`config.mk`:
```
export PLATFORM = sky130hd
export DESIGN_NAME = uart_xcvr_flat
export DESIGN_NICKNAME = d
export VERILOG_FILES = /design/src/rtl/uart_pkg.sv /design/src/rtl/uart_xcvr_if.sv /design/src/rtl/uart_rx_fifo.sv /design/src/rtl/uart_xcvr.sv /design/src/flat_wrapper.sv
export SDC_FILE = /design/constraint.sdc
export NUM_CORES = 1
export LEC_CHECK = 0
export ABC_AREA = 1
export BUFFER_PORTS_ARGS = -buffer_cell sky130_fd_sc_hd__buf_2
export CAP_MARGIN = 20
export CORE_MARGIN = 2
export CORE_UTILIZATION = 30
export CTS_BUF_LIST = sky130_fd_sc_hd__clkbuf_16
export DETAILED_ROUTE_END_ITERATION = 16
export GPL_TIMING_DRIVEN = 0
export PLACE_DENSITY = 0.43
export SKIP_LAST_GASP = 1
export SLEW_MARGIN = 20
export SYNTH_ARGS = -nofsm -noshare
export SYNTH_HDL_FRONTEND = slang
export SYNTH_SLANG_ARGS = --single-unit
```
`constraint.sdc`:
```
create_clock -name clk -period 3.72 [get_ports clk]
set_clock_uncertainty 0.15 [all_clocks]
set_input_delay 0.744 -clock clk [delete_from_list [all_inputs] [get_ports clk]]
set_output_delay 0.744 -clock clk [all_outputs]
set_load 0.03 [all_outputs]
```
`src/rtl/uart_pkg.sv`:
```
// uart_pkg: shared types and helpers for the UART transceiver.
// Holds the parity mode enum, both FSM state enums, the baud divider
// calculation and the parity bit helper used by TX and RX.
package uart_pkg;

  typedef enum logic [1:0] {
    PAR_NONE,
    PAR_ODD,
    PAR_EVEN
  } parity_e;

  typedef enum logic [2:0] {
    TX_IDLE,
    TX_START,
    TX_DATA,
    TX_PARITY,
    TX_STOP
  } tx_state_e;

  typedef enum logic [2:0] {
    RX_IDLE,
    RX_START,
    RX_DATA,
    RX_PARITY,
    RX_STOP
  } rx_state_e;

  // Clocks per serial bit; integer truncation is intended.
  function automatic int bauddiv(input int clk_hz, input int baud);
    return clk_hz / baud;
  endfunction

  // Parity bit for a frame. Callers pass data with unused upper bits zeroed.
  function automatic logic parity_bit(input logic [7:0] data, input parity_e mode);
    case (mode)
      PAR_EVEN: return ^data;
      PAR_ODD:  return ~^data;
      default:  return 1'b0;
    endcase
  endfunction

endpackage

```
`src/rtl/uart_xcvr_if.sv`:
```
// uart_xcvr_if: byte-level TX and RX handshakes of the UART transceiver.
// master = the client that feeds TX bytes and drains RX bytes;
// slave  = the transceiver itself.
interface uart_xcvr_if;

  logic [7:0] tx_data;
  logic       tx_valid;
  logic       tx_ready;

  logic [7:0] rx_data;
  logic       rx_valid;
  logic       rx_ready;
  logic       rx_perr;
  logic       rx_ferr;
  logic       rx_overrun;

  modport master (
    output tx_data, tx_valid, rx_ready,
    input  tx_ready, rx_data, rx_valid, rx_perr, rx_ferr, rx_overrun
  );

  modport slave (
    input  tx_data, tx_valid, rx_ready,
    output tx_ready, rx_data, rx_valid, rx_perr, rx_ferr, rx_overrun
  );

endinterface

```
`src/rtl/uart_rx_fifo.sv`:
```
// uart_rx_fifo: small synchronous FIFO holding received frames.
// Pointers carry one extra wrap bit so full and empty are distinguishable;
// a push into a full FIFO is accepted when a pop happens in the same cycle.
// The head output reads as zero while the FIFO is empty.
module uart_rx_fifo #(
  parameter int WIDTH = 10,
  parameter int DEPTH = 4
) (
  input  logic             clk,
  input  logic             rst,
  input  logic             push,
  input  logic [WIDTH-1:0] push_data,
  input  logic             pop,
  output logic [WIDTH-1:0] head,
  output logic             full,
  output logic             empty
);

  localparam int AW = $clog2(DEPTH);

  logic [WIDTH-1:0] mem [DEPTH];
  logic [AW:0]      wr_ptr;
  logic [AW:0]      rd_ptr;
  logic             do_push;
  logic             do_pop;

  assign empty   = (wr_ptr == rd_ptr);
  assign full    = (wr_ptr[AW] != rd_ptr[AW]) && (wr_ptr[AW-1:0] == rd_ptr[AW-1:0]);
  assign do_pop  = pop && !empty;
  assign do_push = push && (!full || do_pop);
  assign head    = empty ? '0 : mem[rd_ptr[AW-1:0]];

  // Storage write.
  // NOTE: the array has no reset; entries are only visible after a push,
  // and the empty gating on head keeps stale contents off the output.
  always_ff @(posedge clk) begin
    if (do_push) begin
      mem[wr_ptr[AW-1:0]] <= push_data;
    end
  end

  // Pointer update; natural overflow gives wrap modulo DEPTH.
  always_ff @(posedge clk) begin
    if (rst) begin
      wr_ptr <= '0;
      rd_ptr <= '0;
    end else begin
      if (do_push) wr_ptr <= wr_ptr + (AW+1)'(1);
      if (do_pop)  rd_ptr <= rd_ptr + (AW+1)'(1);
    end
  end

endmodule

```
`src/rtl/uart_xcvr.sv`:
```
// uart_xcvr: UART transmitter and receiver with an RX frame FIFO.
// Frame: start bit, DATA_BITS data bits LSB first, optional parity bit,
// STOP_BITS stop bits; each bit lasts CLK_HZ/BAUD clocks.
// Optional feature: define UART_LOOPBACK_EN to add a 'loopback' input that
// routes tx_pin_out into the receiver in place of rx_pin_in.
module uart_xcvr
  import uart_pkg::*;
#(
  parameter int      CLK_HZ    = 50_000_000,
  parameter int      BAUD      = 115_200,
  parameter int      DATA_BITS = 8,
  parameter parity_e PARITY    = PAR_NONE,
  parameter int      STOP_BITS = 1,
  parameter int      RX_DEPTH  = 4
) (
  input  logic       clk,
  input  logic       rst,
`ifdef UART_LOOPBACK_EN
  input  logic       loopback,
`endif
  input  logic       rx_pin_in,
  output logic       tx_pin_out,
  uart_xcvr_if.slave bus
);

  localparam int               BAUD_DIV  = bauddiv(CLK_HZ, BAUD);
  localparam int               CNT_W     = $clog2(BAUD_DIV);
  localparam logic [CNT_W-1:0] DIV_LAST  = CNT_W'(BAUD_DIV - 1);
  localparam logic [CNT_W-1:0] HALF_LAST = CNT_W'(BAUD_DIV / 2 - 1);
  localparam logic [2:0]       BIT_LAST  = 3'(DATA_BITS - 1);
  localparam logic [7:0]       DATA_MASK = 8'((1 << DATA_BITS) - 1);
  localparam logic             STOP_LAST = 1'(STOP_BITS - 1);
  localparam int               FIFO_W    = 10;

  // ---------------------------------------------------------------- TX ---
  tx_state_e        tx_state;
  logic [CNT_W-1:0] tx_cnt;
  logic [2:0]       tx_bit;
  logic             tx_stop;
  logic [7:0]       tx_shift;
  logic             tx_par;
  logic             tx_ready_q;

  assign bus.tx_ready = tx_ready_q;

  // TX FSM; tx_pin_out is set on entry to each bit so it is glitch-free.
  // NOTE: all state here is updated with <= so every branch sees the
  // values from before this clock edge, exactly like the flops it becomes.
  always_ff @(posedge clk) begin
    if (rst) begin
      tx_state   <= TX_IDLE;
      tx_cnt     <= '0;
      tx_bit     <= '0;
      tx_stop    <= 1'b0;
      tx_shift   <= '0;
      tx_par     <= 1'b0;
      tx_pin_out <= 1'b1;
      tx_ready_q <= 1'b1;
    end else begin
      case (tx_state)
        TX_IDLE: begin
          if (bus.tx_valid) begin
            tx_shift   <= bus.tx_data & DATA_MASK;
            tx_par     <= parity_bit(bus.tx_data & DATA_MASK, PARITY);
            tx_cnt     <= '0;
            tx_pin_out <= 1'b0;
            tx_ready_q <= 1'b0;
            tx_state   <= TX_START;
          end
        end
        TX_START: begin
          if (tx_cnt == DIV_LAST) begin
            tx_cnt     <= '0;
            tx_bit     <= '0;
            tx_pin_out <= tx_shift[0];
            tx_state   <= TX_DATA;
          end else begin
            tx_cnt <= tx_cnt + CNT_W'(1);
          end
        end
        TX_DATA: begin
          if (tx_cnt == DIV_LAST) begin
            tx_cnt <= '0;
            if (tx_bit == BIT_LAST) begin
              tx_stop    <= 1'b0;
              tx_pin_out <= (PARITY == PAR_NONE) ? 1'b1 : tx_par;
              tx_state   <= (PARITY == PAR_NONE) ? TX_STOP : TX_PARITY;
            end else begin
              tx_bit     <= tx_bit + 3'd1;
              tx_shift   <= tx_shift >> 1;
              tx_pin_out <= tx_shift[1];
            end
          end else begin
            tx_cnt <= tx_cnt + CNT_W'(1);
          end
        end
        TX_PARITY: begin
          if (tx_cnt == DIV_LAST) begin
            tx_cnt     <= '0;
            tx_stop    <= 1'b0;
            tx_pin_out <= 1'b1;
            tx_state   <= TX_STOP;
          end else begin
            tx_cnt <= tx_cnt + CNT_W'(1);
          end
        end
        TX_STOP: begin
          if (tx_cnt == DIV_LAST) begin
            tx_cnt <= '0;
            if (tx_stop == STOP_LAST) begin
              tx_ready_q <= 1'b1;
              tx_state   <= TX_IDLE;
            end else begin
              tx_stop <= 1'b1;
            end
          end else begin
            tx_cnt <= tx_cnt + CNT_W'(1);
          end
        end
        default: begin
          tx_pin_out <= 1'b1;
          tx_ready_q <= 1'b1;
          tx_state   <= TX_IDLE;
        end
      endcase
    end
  end

  // ---------------------------------------------------------------- RX ---
  logic rx_src;
  logic rx_meta;
  logic rx_sync;
  logic rx_prev;

`ifdef UART_LOOPBACK_EN
  assign rx_src = loopback ? tx_pin_out : rx_pin_in;
`else
  assign rx_src = rx_pin_in;
`endif

  // Two-flop synchronizer plus one delayed copy for falling-edge detection.
  always_ff @(posedge clk) begin
    if (rst) begin
      rx_meta <= 1'b1;
      rx_sync <= 1'b1;
      rx_prev <= 1'b1;
    end else begin
      rx_meta <= rx_src;
      rx_sync <= rx_meta;
      rx_prev <= rx_sync;
    end
  end

  rx_state_e         rx_state;
  logic [CNT_W-1:0]  rx_cnt;
  logic [2:0]        rx_bit;
  logic [7:0]        rx_shift;
  logic              rx_pbit;
  logic              rx_push;
  logic [FIFO_W-1:0] rx_push_data;
  logic              rx_perr_calc;

  assign rx_perr_calc = (PARITY != PAR_NONE) && (rx_pbit != parity_bit(rx_shift, PARITY));

  // RX FSM: start bit is sampled half a bit after the edge, then every
  // BAUD_DIV clocks, which lands each sample mid-bit.
  always_ff @(posedge clk) begin
    if (rst) begin
      rx_state     <= RX_IDLE;
      rx_cnt       <= '0;
      rx_bit       <= '0;
      rx_shift     <= '0;
      rx_pbit      <= 1'b0;
      rx_push      <= 1'b0;
      rx_push_data <= '0;
    end else begin
      rx_push <= 1'b0;
      case (rx_state)
        RX_IDLE: begin
          if (rx_prev && !rx_sync) begin
            rx_cnt   <= '0;
            rx_shift <= '0;
            rx_state <= RX_START;
          end
        end
        RX_START: begin
          if (rx_cnt == HALF_LAST) begin
            rx_cnt   <= '0;
            rx_bit   <= '0;
            rx_state <= rx_sync ? RX_IDLE : RX_DATA;
          end else begin
            rx_cnt <= rx_cnt + CNT_W'(1);
          end
        end
        RX_DATA: begin
          if (rx_cnt == DIV_LAST) begin
            rx_cnt           <= '0;
            rx_shift[rx_bit] <= rx_sync;
            if (rx_bit == BIT_LAST) begin
              rx_state <= (PARITY == PAR_NONE) ? RX_STOP : RX_PARITY;
            end else begin
              rx_bit <= rx_bit + 3'd1;
            end
          end else begin
            rx_cnt <= rx_cnt + CNT_W'(1);
          end
        end
        RX_PARITY: begin
          if (rx_cnt == DIV_LAST) begin
            rx_cnt   <= '0;
            rx_pbit  <= rx_sync;
            rx_state <= RX_STOP;
          end else begin
            rx_cnt <= rx_cnt + CNT_W'(1);
          end
        end
        RX_STOP: begin
          if (rx_cnt == DIV_LAST) begin
            rx_cnt       <= '0;
            rx_push      <= 1'b1;
            rx_push_data <= {rx_perr_calc, !rx_sync, rx_shift};
            rx_state     <= RX_IDLE;
          end else begin
            rx_cnt <= rx_cnt + CNT_W'(1);
          end
        end
        default: rx_state <= RX_IDLE;
      endcase
    end
  end

  // -------------------------------------------------------------- FIFO ---
  logic [FIFO_W-1:0] fifo_head;
  logic              fifo_full;
  logic              fifo_empty;
  logic              rx_pop;
  logic              overrun_q;

  assign rx_pop = bus.rx_ready && !fifo_empty;

  uart_rx_fifo #(
    .WIDTH (FIFO_W),
    .DEPTH (RX_DEPTH)
  ) u_rx_fifo (
    .clk       (clk),
    .rst       (rst),
    .push      (rx_push),
    .push_data (rx_push_data),
    .pop       (bus.rx_ready),
    .head      (fifo_head),
    .full      (fifo_full),
    .empty     (fifo_empty)
  );

  // Sticky overrun: a frame dropped on a full FIFO; cleared by a pop.
  always_ff @(posedge clk) begin
    if (rst) begin
      overrun_q <= 1'b0;
    end else if (rx_push && fifo_full && !rx_pop) begin
      overrun_q <= 1'b1;
    end else if (rx_pop && overrun_q) begin
      overrun_q <= 1'b0;
    end
  end

  assign bus.rx_valid   = !fifo_empty;
  assign bus.rx_data    = fifo_head[7:0];
  assign bus.rx_ferr    = fifo_head[8];
  assign bus.rx_perr    = fifo_head[9];
  assign bus.rx_overrun = overrun_q;

endmodule

```
`src/flat_wrapper.sv`:
```
// flat-port wrapper written by rule: the top's interface ports become plain ports
module uart_xcvr_flat import uart_pkg::*;
#(
  parameter int      CLK_HZ    = 50_000_000,
  parameter int      BAUD      = 115_200,
  parameter int      DATA_BITS = 8,
  parameter parity_e PARITY    = PAR_NONE,
  parameter int      STOP_BITS = 1,
  parameter int      RX_DEPTH  = 4
)
  (clk, rst, rx_pin_in, tx_pin_out, bus_tx_data, bus_tx_valid, bus_rx_ready, bus_tx_ready, bus_rx_data, bus_rx_valid, bus_rx_perr, bus_rx_ferr, bus_rx_overrun);
  uart_xcvr_if bus_i ();
  input  logic clk;
  input  logic rst;
  input  logic rx_pin_in;
  output logic tx_pin_out;
  input wire logic [$bits(bus_i.tx_data)-1:0] bus_tx_data;
  input wire logic [$bits(bus_i.tx_valid)-1:0] bus_tx_valid;
  input wire logic [$bits(bus_i.rx_ready)-1:0] bus_rx_ready;
  output wire logic [$bits(bus_i.tx_ready)-1:0] bus_tx_ready;
  output wire logic [$bits(bus_i.rx_data)-1:0] bus_rx_data;
  output wire logic [$bits(bus_i.rx_valid)-1:0] bus_rx_valid;
  output wire logic [$bits(bus_i.rx_perr)-1:0] bus_rx_perr;
  output wire logic [$bits(bus_i.rx_ferr)-1:0] bus_rx_ferr;
  output wire logic [$bits(bus_i.rx_overrun)-1:0] bus_rx_overrun;
  assign bus_i.tx_data = bus_tx_data;
  assign bus_i.tx_valid = bus_tx_valid;
  assign bus_i.rx_ready = bus_rx_ready;
  assign bus_tx_ready = bus_i.tx_ready;
  assign bus_rx_data = bus_i.rx_data;
  assign bus_rx_valid = bus_i.rx_valid;
  assign bus_rx_perr = bus_i.rx_perr;
  assign bus_rx_ferr = bus_i.rx_ferr;
  assign bus_rx_overrun = bus_i.rx_overrun;
  uart_xcvr #(.CLK_HZ(CLK_HZ), .BAUD(BAUD), .DATA_BITS(DATA_BITS), .PARITY(PARITY), .STOP_BITS(STOP_BITS), .RX_DEPTH(RX_DEPTH)) u_core (.clk(clk), .rst(rst), .rx_pin_in(rx_pin_in), .tx_pin_out(tx_pin_out), .bus(bus_i));
endmodule
```
==> results of run 1 <==
## stage by stage
| step | utilization, % | hold WS, ns |
|---|---|---|
| 3_5_place_dp | 33.14 | 0.2477 |
| 3_3_place_gp | 33.14 | 0.2428 |
| 6_report | 34.95 | 0.2656 |
| 2_1_floorplan | - | 0.2395 |
| 5_1_grt | 34.95 | 0.2651 |
| 4_1_cts | 34.95 | 0.2646 |
## cells in the mapped netlist, types with 2 or more instances
| cell type | number |
|---|---|
| o32ai_1 | 9 |
| nand2_2 | 7 |
| inv_4 | 3 |
| nor2_1 | 80 |
| xnor2_1 | 3 |
| nand3_2 | 2 |
| nor2_2 | 3 |
| o21bai_1 | 3 |
| clkinv_1 | 2 |
| dfxtp_1 | 70 |
| o21ai_1 | 2 |
| inv_1 | 85 |
| nand3_4 | 3 |
| edfxtp_1 | 36 |
| nand2_1 | 116 |
| o21ai_0 | 37 |
| clkbuf_1 | 8 |
| nand3_1 | 29 |
| buf_2 | 6 |
| inv_2 | 5 |
| a21oi_1 | 46 |
| nand4_1 | 18 |
| o211ai_1 | 9 |
| nor3_1 | 9 |
| or2_2 | 2 |
| buf_6 | 2 |
| xor2_1 | 6 |
| ha_1 | 14 |
## worst max-delay path by stage
stage | end | slack [ns] | depth (start not counted)
floorplan | bus_rx_data[0] | 1.45 | 5
global placement | bus_rx_data[1] | 1.0 | 7
detailed placement | bus_rx_data[0] | 1.02 | 7
CTS | bus_rx_data[0] | 0.63 | 7
global route | bus_rx_data[0] | 0.46 | 7
finish | bus_rx_data[1] | 0.70 | 7
## report_power, final
| part | internal, mW | switching [mW] |
|---|---|---|
| Clock | 0.529 | 0.446 |
| Combinational | 0.377 | 0.775 |
| Sequential | 1.29 | 0.0958 |
| Total | 2.19 | 1.32 |
## metal layers
metal	global-route usage, %	vias up
met1	16.01	1876
li1	-	2148
met4	3.275	0
met2	22.65	33
met5	0	-
met3	3.153	8
## cell families after synthesis
group	after synthesis	share of synthesized area, %
adders and majority gates	14	3.421
buffers and inverters	113	8.944
DFF	106	48.48
AOI/OAI and AO/OA	111	12.39
and+or+nand+nor	277	25.15
other	1	0.07324
xor gates and xnor gates	9	1.540
## sequential cells by signal, summed over array words and instances, names as in the netlist, 8 cells and up, named ones only
name / cells
u_core.u_rx_fifo.mem: 36
u_core.tx_cnt: 9
u_core.tx_shift: 8
u_core.rx_shift: 8
u_core.rx_cnt: 9
u_core.rx_push_data: 9
## cell type report
| type | count | area share [%] |
|---|---|---|
| timing repair buffer | 24 | 2.065 |
| buffer | 18 | 1.613 |
| clock buffer | 9 | 3.872 |
| sequential | 106 | 42.68 |
| inverter | 95 | 6.259 |
| tap | 220 | 4.732 |
| clock inverter | 7 | 1.312 |
| multi-input combinational | 412 | 37.47 |
## worst max-delay path, cell delays in order, from the launching register on
cell and delay [ns]:
dfxtp_1 0.31, clkbuf_1 0.42, buf_1 0.40, o21ai_0 0.16
o32ai_1 0.14, nand2_1 0.08, inv_1 0.08, buf_2 0.19
==> reports/metrics.yaml, run 1 <==
global_routing:
  grt_start_max_net_pins: 20
  grt_pass1_wl_mm: 18.71
  grt_overflow: 0
  antenna_found_initial: 0
  grt_use_total_pct: 12.96
  grt_pass1_vias: 3867
pwr:
  pwr_density_cell_nw_per_um2: 603.6
  irDropWorstVdd_mv: 0.2304
  power_mw: 3.511
  p_leak_nw: 2.544
detailed_routing:
  drc: 0
  wl_per_cell_um: 12.60
  wl_met1_mm: 5.335
  dr.pass1.iters: 4
  postRouteAntennaNets: 0
  drtIter0Drc: 189
  vias: 4065
  vias_per_cell: 4.562
  routed_wl_mm: 11.22
  wl_met3_um: 265
  met2WireLength_mm: 5.526
  top_layer: "met4"
die:
  fp.dieH_um: 134.6
  die_area_um2: 18130
  ios: 27
  start_util_pct: 30.76
  fp.dieW_um: 134.6
  rows: 47
  core_um2: 16640
setup_path:
  endpoint_kind: "output pin"
  rr_worst_depth: 6
  cp_data_arrival_time_ns: 2.13
  r2r_slack_ns: 1.44
  r2r-start: "u_core.u_rx_fifo.wr_ptr[0]"
  crit_type: "reg -> out"
  required_ns: 2.83
  cp_max_fo: 10
  start_kind: "flip-flop"
  timing.rr.end: "u_core.u_rx_fifo.mem[3][8]"
synth:
  synth_area_leaders: "dfxtp_1, edfxtp_1, nand2_1"
  synth-edff-count: 36
  syn_inst: 631
  ys_async_sr_fraction_pct: 0
  syn-cell-area_um2: 5120
  avgSynthCellArea_um2: 8.114
  synth_top_area_share_pct: 27.37
  synth_nets: 658
  ys_seq_elements: 106
  yosys_warnings: 0
  synth_ff_type: "dfxtp_1"
  ys_types: 44
  synth_area_leader_cell: "dfxtp_1"
  seq_area_frac_synth_pct: 48.48
clocking:
  cts_max_level: 3
  clock_sinks: 106
  clockBufferDepth: 2
  cts_hold_buf: 0
  insertion_delay_ns: 0.34
  cts_made_buffers: 9
  cts_resized: 0
  post-cts-setup-buffers: 0
  clk_pin_slew_ns: 0.07
  cts_tree: "yes"
  cts-root-buf: "clkbuf_16"
sta:
  worstMarginPinSlew_ns: 0.9691
  slew_violations: 0
  maxSlewHeadroom_pct: 35.16
  setup_viol: 0
  fin_ws_ns: 0.6997
  fmax_ghz: 0.3311
  finalSetupTns_ns: 0
  fin_crit_sh_pct: 81.19
  grt_setup_unrepaired: "false"
  final-hold-violation-count: 0
  fin_crit_ns: 3.020
final_layout:
  antenna_cells: 0
  multi_input_comb_area_um2: 2180
  fin_nets: 693
  mostFrequentLayoutCells: "nand2_1, inv_1, nor2_1"
  layout_commonest_cell: "nand2_1"
  final_cells: 891
  drive_gt1_share_pct: 11.92
  area_growth_pct: 13.61
  stdcell_area_um2: 5817
  seqCellArea_um2: 2482
  fill_cells: 1748
place:
  dp_cells: 875
  hpwlAfterDp_mm: 8.000
  globalplace.congestion: 0.8109
  io_buffers: 24
  dpl_worst_slack_ns: 1.018
  place_area_um2: 5515
status:
  status: "completed"
min_path:
  min_path_type: "reg -> reg"
  min_path_cells: 1
  holdPathEnd: "u_core.rx_sync"
  min_from: "u_core.rx_meta"
flow_run:
  maxCapViolCount: 0
No activity file was read; power rests on OpenSTA's default activity.
==> run 2, diff against run 1 <==
Settings changed: ABC_AREA 1 to 0.
Clock period 3.72 ns to 2.9 ns, I/O delays scaled along.
==> run 2 against run 1 <==
Net effect: register-to-register slack worse by 0.90 ns; cell area is 1.6% lower; die area is 1.7% lower; hold slack better by 0.0015 ns; cell count is 18% lower; synthesized area is 1.8% lower; critical path depth is 3 lower; sequential power is 13% higher; synthesized cell count is 25% lower; clock power is 25% higher; first-iteration DRC count is 12% higher.
==> reports/metrics.yaml, run 2 <==
status:
  status: "completed"
final_layout:
  drive_gt1_share_pct: 18.16
  area_growth_pct: 13.83
  layout_commonest_cell: "dfxtp_1"
  fin_nets: 534
  antenna_cells: 0
  mostFrequentLayoutCells: "dfxtp_1, nor2_1, edfxtp_1"
  largest_reg_flops: 36
global_routing:
  antenna_found_initial: 0
  grt_pass1_wl_mm: 18.00
  grt_start_max_net_pins: 21
  grt_overflow: 0
  grt_pass1_vias: 3394
  grt_use_total_pct: 12.76
synth:
  avgSynthCellArea_um2: 10.68
  ys_async_sr_fraction_pct: 0
  synth_ff_type: "dfxtp_1"
  ys_seq_elements: 106
  ys_types: 67
  synth_area_leader_cell: "dfxtp_1"
  yosys-top-cells-count: "dfxtp_1, nor2_1, edfxtp_1"
  seq_area_frac_synth_pct: 49.35
  yosys_warnings: 0
  syn_inst: 471
  syn-cell-area_um2: 5030
  synth_nets: 498
  synth-edff-count: 36
  synth_area_leaders: "dfxtp_1, edfxtp_1, mux4_2"
  yosysMostFrequentCell: "dfxtp_1"
  synth_top_area_share_pct: 27.86
pwr:
  seqPwrFrac_pct: 53.4
  irDropWorstVdd_mv: 0.2667
  p_comb_share_pct: 4.7
  pwr_density_cell_nw_per_um2: 508.4
  p_clk_share_pct: 41.8
  p_int_mw: 2.201
  p_leak_nw: 2.080
  p_switching_mw: 0.7098
  sw_frac_of_total_pct: 24.38
clocking:
  cts-root-buf: "clkbuf_16"
  cts_resized: 0
  clk_pin_slew_ns: 0.08
  cts_tree: "yes"
  cts_hold_buf: 0
  cts_made_buffers: 9
  clock_sinks: 106
  insertion_delay_ns: 0.35
  cts_max_level: 3
  clockBufferDepth: 2
  post-cts-setup-buffers: 0
die:
  fp.dieW_um: 133.5
  rows: 47
  core_um2: 16470
  start_util_pct: 30.55
  ios: 27
  die_area_um2: 17820
  fp.dieH_um: 133.5
place:
  hpwlAfterDp_mm: 7.619
  globalplace.congestion: 0.8163
  dpl_worst_slack_ns: 0.2953
  io_buffers: 25
detailed_routing:
  drc: 0
  dr.pass1.iters: 4
  routed_wl_mm: 10.86
  vias: 3624
  drtIter0Drc: 211
  postRouteAntennaNets: 0
  vias_per_cell: 4.951
  wl_per_cell_um: 14.84
sta:
  fin_crit_ns: 2.684
  setup_viol: 0
  whs_ns: 0.2671
  worstMarginPinSlew_ns: 0.9077
  finalSetupTns_ns: 0
  grt_setup_unrepaired: "false"
  maxSlewHeadroom_pct: 39.27
  slew_violations: 0
  fin_ws_ns: 0.2159
  fmax_ghz: 0.3726
  fin_crit_sh_pct: 92.56
  final-hold-violation-count: 0
flow_run:
  maxCapViolCount: 0
setup_path:
  start_kind: "flip-flop"
  required_ns: 2.17
  cp_data_arrival_time_ns: 1.95
  endpoint_kind: "output pin"
  cp_max_fo: 10
  crit_type: "reg -> out"
min_path:
  min_path_type: "reg -> reg"
[run 2: cell count changes after synthesis, moves of 15 or more]
cell	previous run	this run
nor2b_1	0	15
inv_1	85	19
nand3_1	29	12
nor2_1	80	39
mux2i_1	0	17
a21oi_1	46	18
nand2_1	116	29
o21ai_0	37	15
[run 2: path summary, 6_finish.rpt]
| path | start | endpoint | slack [ns] | depth (start not counted) |
|---|---|---|---|---|
| setup / recovery | u_core.u_rx_fifo.wr_ptr[1] | bus_rx_data[4] | 0.22 | 4 |
| hold / removal | u_core.rx_meta | u_core.rx_sync | 0.27 | 1 |
| setup reg to reg | u_core.u_rx_fifo.wr_ptr[1] | u_core.u_rx_fifo.mem[1][5] | 0.54 | 3 |
| hold reg to reg | u_core.rx_meta | u_core.rx_sync | 0.27 | 1 |
[run 2: layout make-up]
type	instances	area, um^2
Clock inverter	7	65.06
Sequential cell	106	2482
Buffer	28	152.6
Tap cell	220	275.3
Fill cell	1712	10740
Multi-Input combinational cell	318	2328
Inverter	19	71.32
Clock buffer	9	225.2
Timing Repair Buffer	25	125.1
[run 2: per-stage QoR]
| step | instance area [um^2] | total power, mW | utilization, % | instances |
|---|---|---|---|---|
| after floorplan | 5030 | 1.684 | - | 471 |
| after global placement | 5430 | 1.726 | 32.98 | 716 |
| after detailed placement | 5435 | 1.728 | 33.01 | 716 |
| after CTS | 5725 | 2.968 | 34.77 | 732 |
| after global routing | 5725 | 3.049 | 34.77 | 732 |
| final | 5725 | 2.911 | 34.77 | 732 |
[run 2: kinds of logic after synthesis]
logic type                 after synthesis  share of synthesized area [%]
and+or+nand+nor                        155                          16.97
adders and majority gates               14                          3.483
xor gates and xnor gates                13                          2.264
other                                    1                        0.07456
AOI/OAI and AO/OA                      107                          15.55
DFF                                    106                          49.35
buffers and inverters                   47                          4.453
muxes                                   28                          7.861
[run 2: routing by layer]
layer,vias to the layer above,global-route usage (%),routed length (um)
met5,-,0,0
met4,0,4.374,163
met3,14,2.664,378
met2,63,19.19,4880
met1,1724,18.24,5441
li1,1823,-,-
[run 2: power groups by stage]
stage,logic (mW),registers (mW),clock network [mW]
after floorplan,0.0919,1.59,0
after global placement,0.136,1.59,0
after detailed placement,0.138,1.59,0
after CTS,0.139,1.56,1.27
after global routing,0.153,1.56,1.34
final,0.138,1.56,1.22
[run 2: worst max-delay path: stages (launching register included)]
cell	delay [ns]
dfxtp_1	0.42
xor2_1	0.21
nor3_2	0.66
nor2b_1	0.10
buf_2	0.21
